File: src/rtl/branch_history_tracker.sv
// Speculative global-history tracker: forms the PHT read index, carries each
// prediction through Decode/Execute, and repairs history on a mispredict.
module branch_history_tracker #(
  parameter int unsigned HIST_W = 3,
  parameter int unsigned CNT_W  = 16
) (
  input  logic              clk,
  input  logic              reset,
  input  logic              branchF,
  input  logic              stallF,
  input  logic              stallD,
  input  logic              flushD,
  input  logic              flushE,
  output logic [HIST_W-1:0] PHTinpId,
  input  logic              branchPredictionResult,
  output logic              predictTakenF,
  input  logic              branchE,
  input  logic              branchTakenE,
  output logic              branchPredictedE,
  output logic [HIST_W-1:0] phtIdE,
  output logic              mispredictE,
  output logic [CNT_W-1:0]  branchCount,
  output logic [CNT_W-1:0]  mispredictCount
);

  typedef struct packed {
    logic              valid;
    logic              pred;
    logic [HIST_W-1:0] idx;
  } pipeEntry_t;

  localparam logic [CNT_W-1:0] CntMax = '1;

  logic [HIST_W-1:0] specGHR, specGHRNext;
  logic [HIST_W-1:0] archGHR, archGHRNext;
  pipeEntry_t        entryD, entryDNext;
  pipeEntry_t        entryE, entryENext;
  logic [CNT_W-1:0]  branchCountNext, mispredictCountNext;
  logic              fetchAccept;

  // Fetch-side and Execute-side views of the tracked state
  assign PHTinpId         = specGHR;
  assign predictTakenF    = branchF & branchPredictionResult;
  assign branchPredictedE = entryE.pred & entryE.valid;
  assign phtIdE           = entryE.idx;
  // A resolve with no valid prediction in Execute can never count as a mispredict
  assign mispredictE      = branchE & entryE.valid & (branchTakenE != entryE.pred);
  assign fetchAccept      = branchF & ~stallF & ~mispredictE;

  // State registers
  always_ff @(posedge clk or negedge reset) begin
    if (!reset) begin
      specGHR         <= '0;
      archGHR         <= '0;
      entryD          <= '0;
      entryE          <= '0;
      branchCount     <= '0;
      mispredictCount <= '0;
    end else begin
      specGHR         <= specGHRNext;
      archGHR         <= archGHRNext;
      entryD          <= entryDNext;
      entryE          <= entryENext;
      branchCount     <= branchCountNext;
      mispredictCount <= mispredictCountNext;
    end
  end

  // Next-state: mispredict beats flush, flush beats stall, stall beats advance
  always_comb begin
    specGHRNext         = specGHR;
    archGHRNext         = archGHR;
    entryDNext          = entryD;
    entryENext          = entryE;
    branchCountNext     = branchCount;
    mispredictCountNext = mispredictCount;

    if (branchE) begin
      archGHRNext = {archGHR[HIST_W-2:0], branchTakenE};
    end

    // Repair uses the committed history plus the outcome being resolved now
    if (mispredictE) begin
      specGHRNext = {archGHR[HIST_W-2:0], branchTakenE};
    end else if (fetchAccept) begin
      specGHRNext = {specGHR[HIST_W-2:0], branchPredictionResult};
    end

    if (mispredictE || flushD) begin
      entryDNext.valid = 1'b0;
    end else if (!stallF && !stallD) begin
      entryDNext.valid = branchF;
      entryDNext.pred  = branchPredictionResult;
      entryDNext.idx   = specGHR;
    end

    if (mispredictE || flushE) begin
      entryENext.valid = 1'b0;
    end else if (!stallD) begin
      entryENext = entryD;
    end

    if (branchE && (branchCount != CntMax)) begin
      branchCountNext = branchCount + CNT_W'(1);
    end
    if (mispredictE && (mispredictCount != CntMax)) begin
      mispredictCountNext = mispredictCount + CNT_W'(1);
    end
  end

endmodule

File: config.mk
export PLATFORM = sky130hd
export DESIGN_NAME = branch_history_tracker
export DESIGN_NICKNAME = d
export VERILOG_FILES = /design/src/rtl/branch_history_tracker.sv
export SDC_FILE = /design/constraint.sdc
export NUM_CORES = 1
export LEC_CHECK = 0
export CAP_MARGIN = 20
export CORE_MARGIN = 2
export CORE_UTILIZATION = 40
export CTS_CLUSTER_SIZE = 8
export DETAILED_ROUTE_END_ITERATION = 10
export GPL_TIMING_DRIVEN = 0
export HOLD_SLACK_MARGIN = 0.12
export PLACE_DENSITY = 0.77
export SKIP_CTS_REPAIR_TIMING = 1
export SLEW_MARGIN = 20
export SYNTH_ARGS = -nofsm -noshare
export SYNTH_HDL_FRONTEND = slang
export SYNTH_SLANG_ARGS = --single-unit
File: constraint.sdc
create_clock -name clk -period 1.7 [get_ports clk]
set_input_delay 0.17 -clock clk [delete_from_list [all_inputs] [get_ports clk]]
set_output_delay 0.17 -clock clk [all_outputs]
set_load 0.01 [all_outputs]
-- After elaboration in Yosys (flattened, before gate mapping)
Cells that the tools add are included.
- logic and storage cells: 44
- flip-flop bits (word level): 47
- output and inout port bits: 41
- bitwise logic cells: 11
- $add $sub $neg: 2
- equal/unequal tests: 4
- reductions and logical operators: 11
- multiplexer cells: 6
- operator list (operator ; number):
    $add A16 B1 Y16 const B ; 2
    $ne A16 B16 Y1 const B ; 2
    $mux W5 ; 2
    $and A1 B1 Y1 ; 6
    $mux W3 ; 2
    $not A1 Y1 ; 5
    $reduce_and A2 Y1 ; 2
    $reduce_bool A2 Y1 ; 2
    $logic_and A1 B1 Y1 ; 3
    $logic_not A1 Y1 ; 2
    $logic_or A1 B1 Y1 ; 2
    $mux W1 ; 2
    $ne A2 B1 Y1 const B ; 1
    $ne A1 B1 Y1 ; 1

-- Depth between registers and ports, before layout
- word-level depth: 6
- depth in mapped cells: 6
- mapped depth without buffers: 5

-- Least setup slack after synthesis
No wires, ideal clock.
- path type: reg-to-reg
- start: register mispredictCount[0]
- end: register mispredictCount[1]
- setup slack: -206 ps
- stages on the path, launching flop included: 7
- buffers on the path: 1
- arrival time: 1779 ps
- required time: 1572 ps
- path through: dfrtp_1 ha_1 nand3_1 or4_4 buf_6 nand2_2 mux2_1
- cells in the longest elaborated chain, start to end: 2
- elaborated cells between the ends (all ways): 3
- RTL lines (item ; line ; source):
    start: declaration ; 23 ; output logic [CNT_W-1:0] mispredictCount
    start signal: assignment ; 65 ; mispredictCount <= mispredictCountNext;
    branches (longest 2 deep; another with $add A16 B1 Y16) ; - ;
Parallel ways; which one is timed is not known.
A chain may end at the register's enable or synchronous reset.

-- Worst setup path in the final report
- start: register branchCount[1]
- end: register branchCount[10]
- cells in the longest elaborated chain, start to end: 2
- elaborated cells between the ends (all ways): 3
- RTL lines (item ; line ; source):
    start: declaration ; 22 ; output logic [CNT_W-1:0] branchCount,
    start signal: assignment ; 64 ; branchCount <= branchCountNext;
    branches (longest 2 deep; another with $add A16 B1 Y16) ; - ;
Parallel ways; which one is timed is not known.

==> results.rst <==
.. list-table::
   :header-rows: 1

   * - Metric
     - Value
   * - Clk network pwr share
     - 21.3%
   * - Detailed Routing Iterations Pass 1
     - 4
   * - Number of placed instances, taps included
     - 321
   * - Antenna violations before repair
     - 0
   * - Post-detailed-placement cell area
     - 0.00291 mm2
   * - Iteration-0 DRC Markers
     - 156
   * - Count of H-tree levels built during CTS
     - 2
   * - Fraction of power consumed by combinational cells
     - 32.7%
   * - Final Total Pwr
     - 3.39 mW
   * - Result of the run
     - finished with violations
   * - Avg Cell Area, Syn
     - 11.5 um2
   * - Area of the mapped netlist
     - 0.00228 mm2
   * - Number of global-route vias before repair
     - 1618
   * - Worst vdd rail ir drop
     - 0.700 mV
   * - CP Launch Type
     - register
   * - Boundary pin count
     - 51
   * - Core area
     - 0.00551 mm2
   * - Endpoint type of the worst setup path
     - register
   * - Largest fanout on the critical path
     - 5
   * - Kind of critical path
     - reg -> reg
   * - Part of the power in registers
     - 46.0%
   * - Routed wire length per instance
     - 14.1 um
   * - Overflow after GRT
     - 0
   * - Worst-case clock buffer depth
     - 2
   * - Most frequent cells in the layout
     - sky130_fd_sc_hd__clkdlybuf4s50_1 (46), sky130_fd_sc_hd__dfrtp_1 (28), sky130_fd_sc_hd__buf_4 (28), sky130_fd_sc_hd__xnor2_1 (22), sky130_fd_sc_hd__dfrtp_2 (19)
   * - Worst EP required
     - 1.88 ns
   * - Achievable clock frequency
     - 571 MHz
   * - IO Port Bufs
     - 49
   * - Clock root buffer
     - sky130_fd_sc_hd__clkbuf_8
   * - Unrepaired setup endpoints after global routing
     - yes
   * - P_sw
     - 0.970 mW
   * - Share of layout cells above drive strength 1
     - 33.5%
   * - Via density per instance
     - 5.18
   * - Crit path time final
     - 1.75 ns
   * - Count of state elements after synthesis
     - 47
   * - Initial Util
     - 41.5%
   * - Failing checks
     - setup timing
   * - Clock latency on the worst-skew pair
     - 0.29 ns
   * - Syn Nets
     - 211
   * - Layout overhead on the synthesized area
     - 46.9%
   * - Clock slew seen by the registers of the worst setup and hold paths
     - 0.08 ns
   * - Wire length of the first global-routing pass
     - 7490 um
   * - Measured slew at the worst slew-check pin
     - 0.460 ns
   * - Detailed Place HPWL
     - 3250 um
   * - Post-detailed-routing wire length
     - 5030 um
   * - Final std cell area, no fill
     - 0.00336 mm2
   * - Std-Cell Rows
     - 27
   * - Net count reported at finish
     - 295
   * - Internal power consumption
     - 2.42 mW
   * - Clock Skews
     - 0.00406 ns
   * - Die width
     - 79.6 um
   * - Combined flip-flop and latch cell area
     - 0.00120 mm2
   * - Number of sinks on the clock net
     - 47
   * - Count of cell types in the netlist
     - 42
   * - Post-Syn Instances
     - 199
   * - Power Density
     - 1010 mW/mm2
   * - Final critical-path setup slack
     - -0.0501 ns
   * - Detailed-route DRC error count
     - 0
   * - Placer congestion estimate
     - 0.832
   * - Number of antenna cells inserted
     - 0
   * - Cts bufs inserted
     - 5
   * - GRT Util Overall
     - 14.9%
   * - Worst relative slew slack
     - 69.1%
   * - Warnings from Yosys
     - 0
   * - Worst setup slack before clock tree synthesis
     - -0.431 ns
   * - Area of the die
     - 0.00633 mm2
   * - Switching part of the total
     - 28.6%
   * - Maximum number of pins on one net before global-route repair
     - 33
   * - TritonCTS clock tree
     - yes
   * - Die boundary height
     - 79.6 um
   * - Count of endpoints failing setup in the final report
     - 5
   * - Hold WC Path Type
     - in -> reg
   * - Most common flop cell mapped by yosys
     - sky130_fd_sc_hd__dfrtp_1
   * - Signal arrival time at the worst endpoint
     - 1.93 ns
   * - Antenna-violating nets left
     - 0
   * - Number of synthesized flops with an enable pin
     - 0
   * - Sequential share of the synthesized area
     - 51.5%
   * - Max Transition Viols Final
     - 0
   * - Number of hold-slack violations in the final timing report
     - 0
   * - Vias after detailed routing
     - 1844
   * - Static Leak
     - 1.42 nW
   * - Commonest non-fill, non-tap cell in the layout
     - sky130_fd_sc_hd__clkdlybuf4s50_1
   * - Post-route clock period utilization
     - 103%
   * - Filler instances
     - 454
   * - Asr flop ratio synth
     - 100%
   * - Number of max-cap violations
     - 0
   * - Combined area of the multi-input logic cells
     - 0.00116 mm2
   * - Final cell count without fillers
     - 356
-- per-layer routing --
layer	global-route usage, %	wire length, um	vias to the layer above
met3	3.17	208	7
met1	20.5	2220	901
met2	23.1	2530	55
li1	-	-	881
met4	5.34	62	0
met5	0	0	-
-- logic make-up after synthesis --
family	synth area share (%)
mux	9.20
flops	51.5
buf+inv	3.12
simple gates	21.7
compound gates	3.12
fa+ha+maj	1.10
xor+xnor	10.3
-- synthesized netlist by cell type, drive strengths merged, types with 4 or more instances --
cell	count	area [um2]
nor2	8	32.5
nor3	8	45.0
nand3	15	75.1
and3	4	25.0
buf	8	56.3
inv	4	15.0
mux2	12	150
dfrtp	47	1180
mux2i	6	60.1
nand4	16	113
a21oi	4	20.0
nand2	13	58.8
xnor2	24	218
-- per-stage QoR --
stage | hold WS, ns | setup TNS [ns] | utilization (%)
after CTS | -0.219 | -2.01 | 54.7
after floorplan | -0.126 | -0.152 | -
after global placement | 0.482 | -43.86 | 52.6
final | 0.272 | -0.152 | 61.0
after global routing | 0.292 | -0.815 | 61.0
after detailed placement | 0.102 | -4.81 | 52.9
-- final cells by class --
class / count / area share (%)
tap: 72 / 2.68
inverter: 4 / 0.447
buffer: 6 / 1.38
timing repair buffer: 79 / 22.1
sequential: 47 / 35.7
multi-input combinational: 140 / 34.7
clock buffer: 8 / 2.98
-- flip-flops by register name, indices dropped and copies added (netlist names) --
| signal | cells |
|---|---|
| archGHR | 2 |
| PHTinpId | 3 |
| entryD | 5 |
| entryE | 2 |
| phtIdE | 3 |
| mispredictCount | 16 |
| branchCount | 16 |
-- worst paths after layout --
check | start | to | slack (ns) | cells past startpoint
worst max register to register | branchCount[1]$_DFFE_PN0P_ | branchCount[10]$_DFFE_PN0P_ | -0.05 | 6
max in group asynchronous | reset | mispredictCount[7]$_DFFE_PN0P_ | 0.89 | 3
worst max-delay path | branchCount[1]$_DFFE_PN0P_ | branchCount[10]$_DFFE_PN0P_ | -0.05 | 6
min in group asynchronous | reset | branchCount[10]$_DFFE_PN0P_ | 0.31 | 2
worst min-delay path | branchTakenE | PHTinpId[0]$_DFFE_PN0P_ | 0.27 | 3
worst min register to register | archGHR[1]$_DFFE_PN0P_ | PHTinpId[2]$_DFFE_PN0P_ | 0.50 | 2
-- worst max-delay path: stages, from the launching register on --
cell and delay, ns:
sky130_fd_sc_hd__dfrtp_1 0.43, sky130_fd_sc_hd__ha_4 0.16, sky130_fd_sc_hd__buf_4 0.11, sky130_fd_sc_hd__nand4_1 0.20, sky130_fd_sc_hd__a311oi_2 0.41, sky130_fd_sc_hd__nand4_1 0.16
sky130_fd_sc_hd__xnor2_1 0.16
-- power by group through the flow --
| stage | registers [mW] | clock network, mW | logic (mW) |
|---|---|---|---|
| finish | 1.56 | 0.721 | 1.11 |
| global route | 1.59 | 0.805 | 1.20 |
| CTS | 1.55 | 0.739 | 0.870 |
| detailed placement | 1.57 | 0 | 0.865 |
| global placement | 1.56 | 0 | 0.841 |
| floorplan | 1.58 | 0 | 0.397 |
Note: power is estimated with default switching activity, not from simulation.
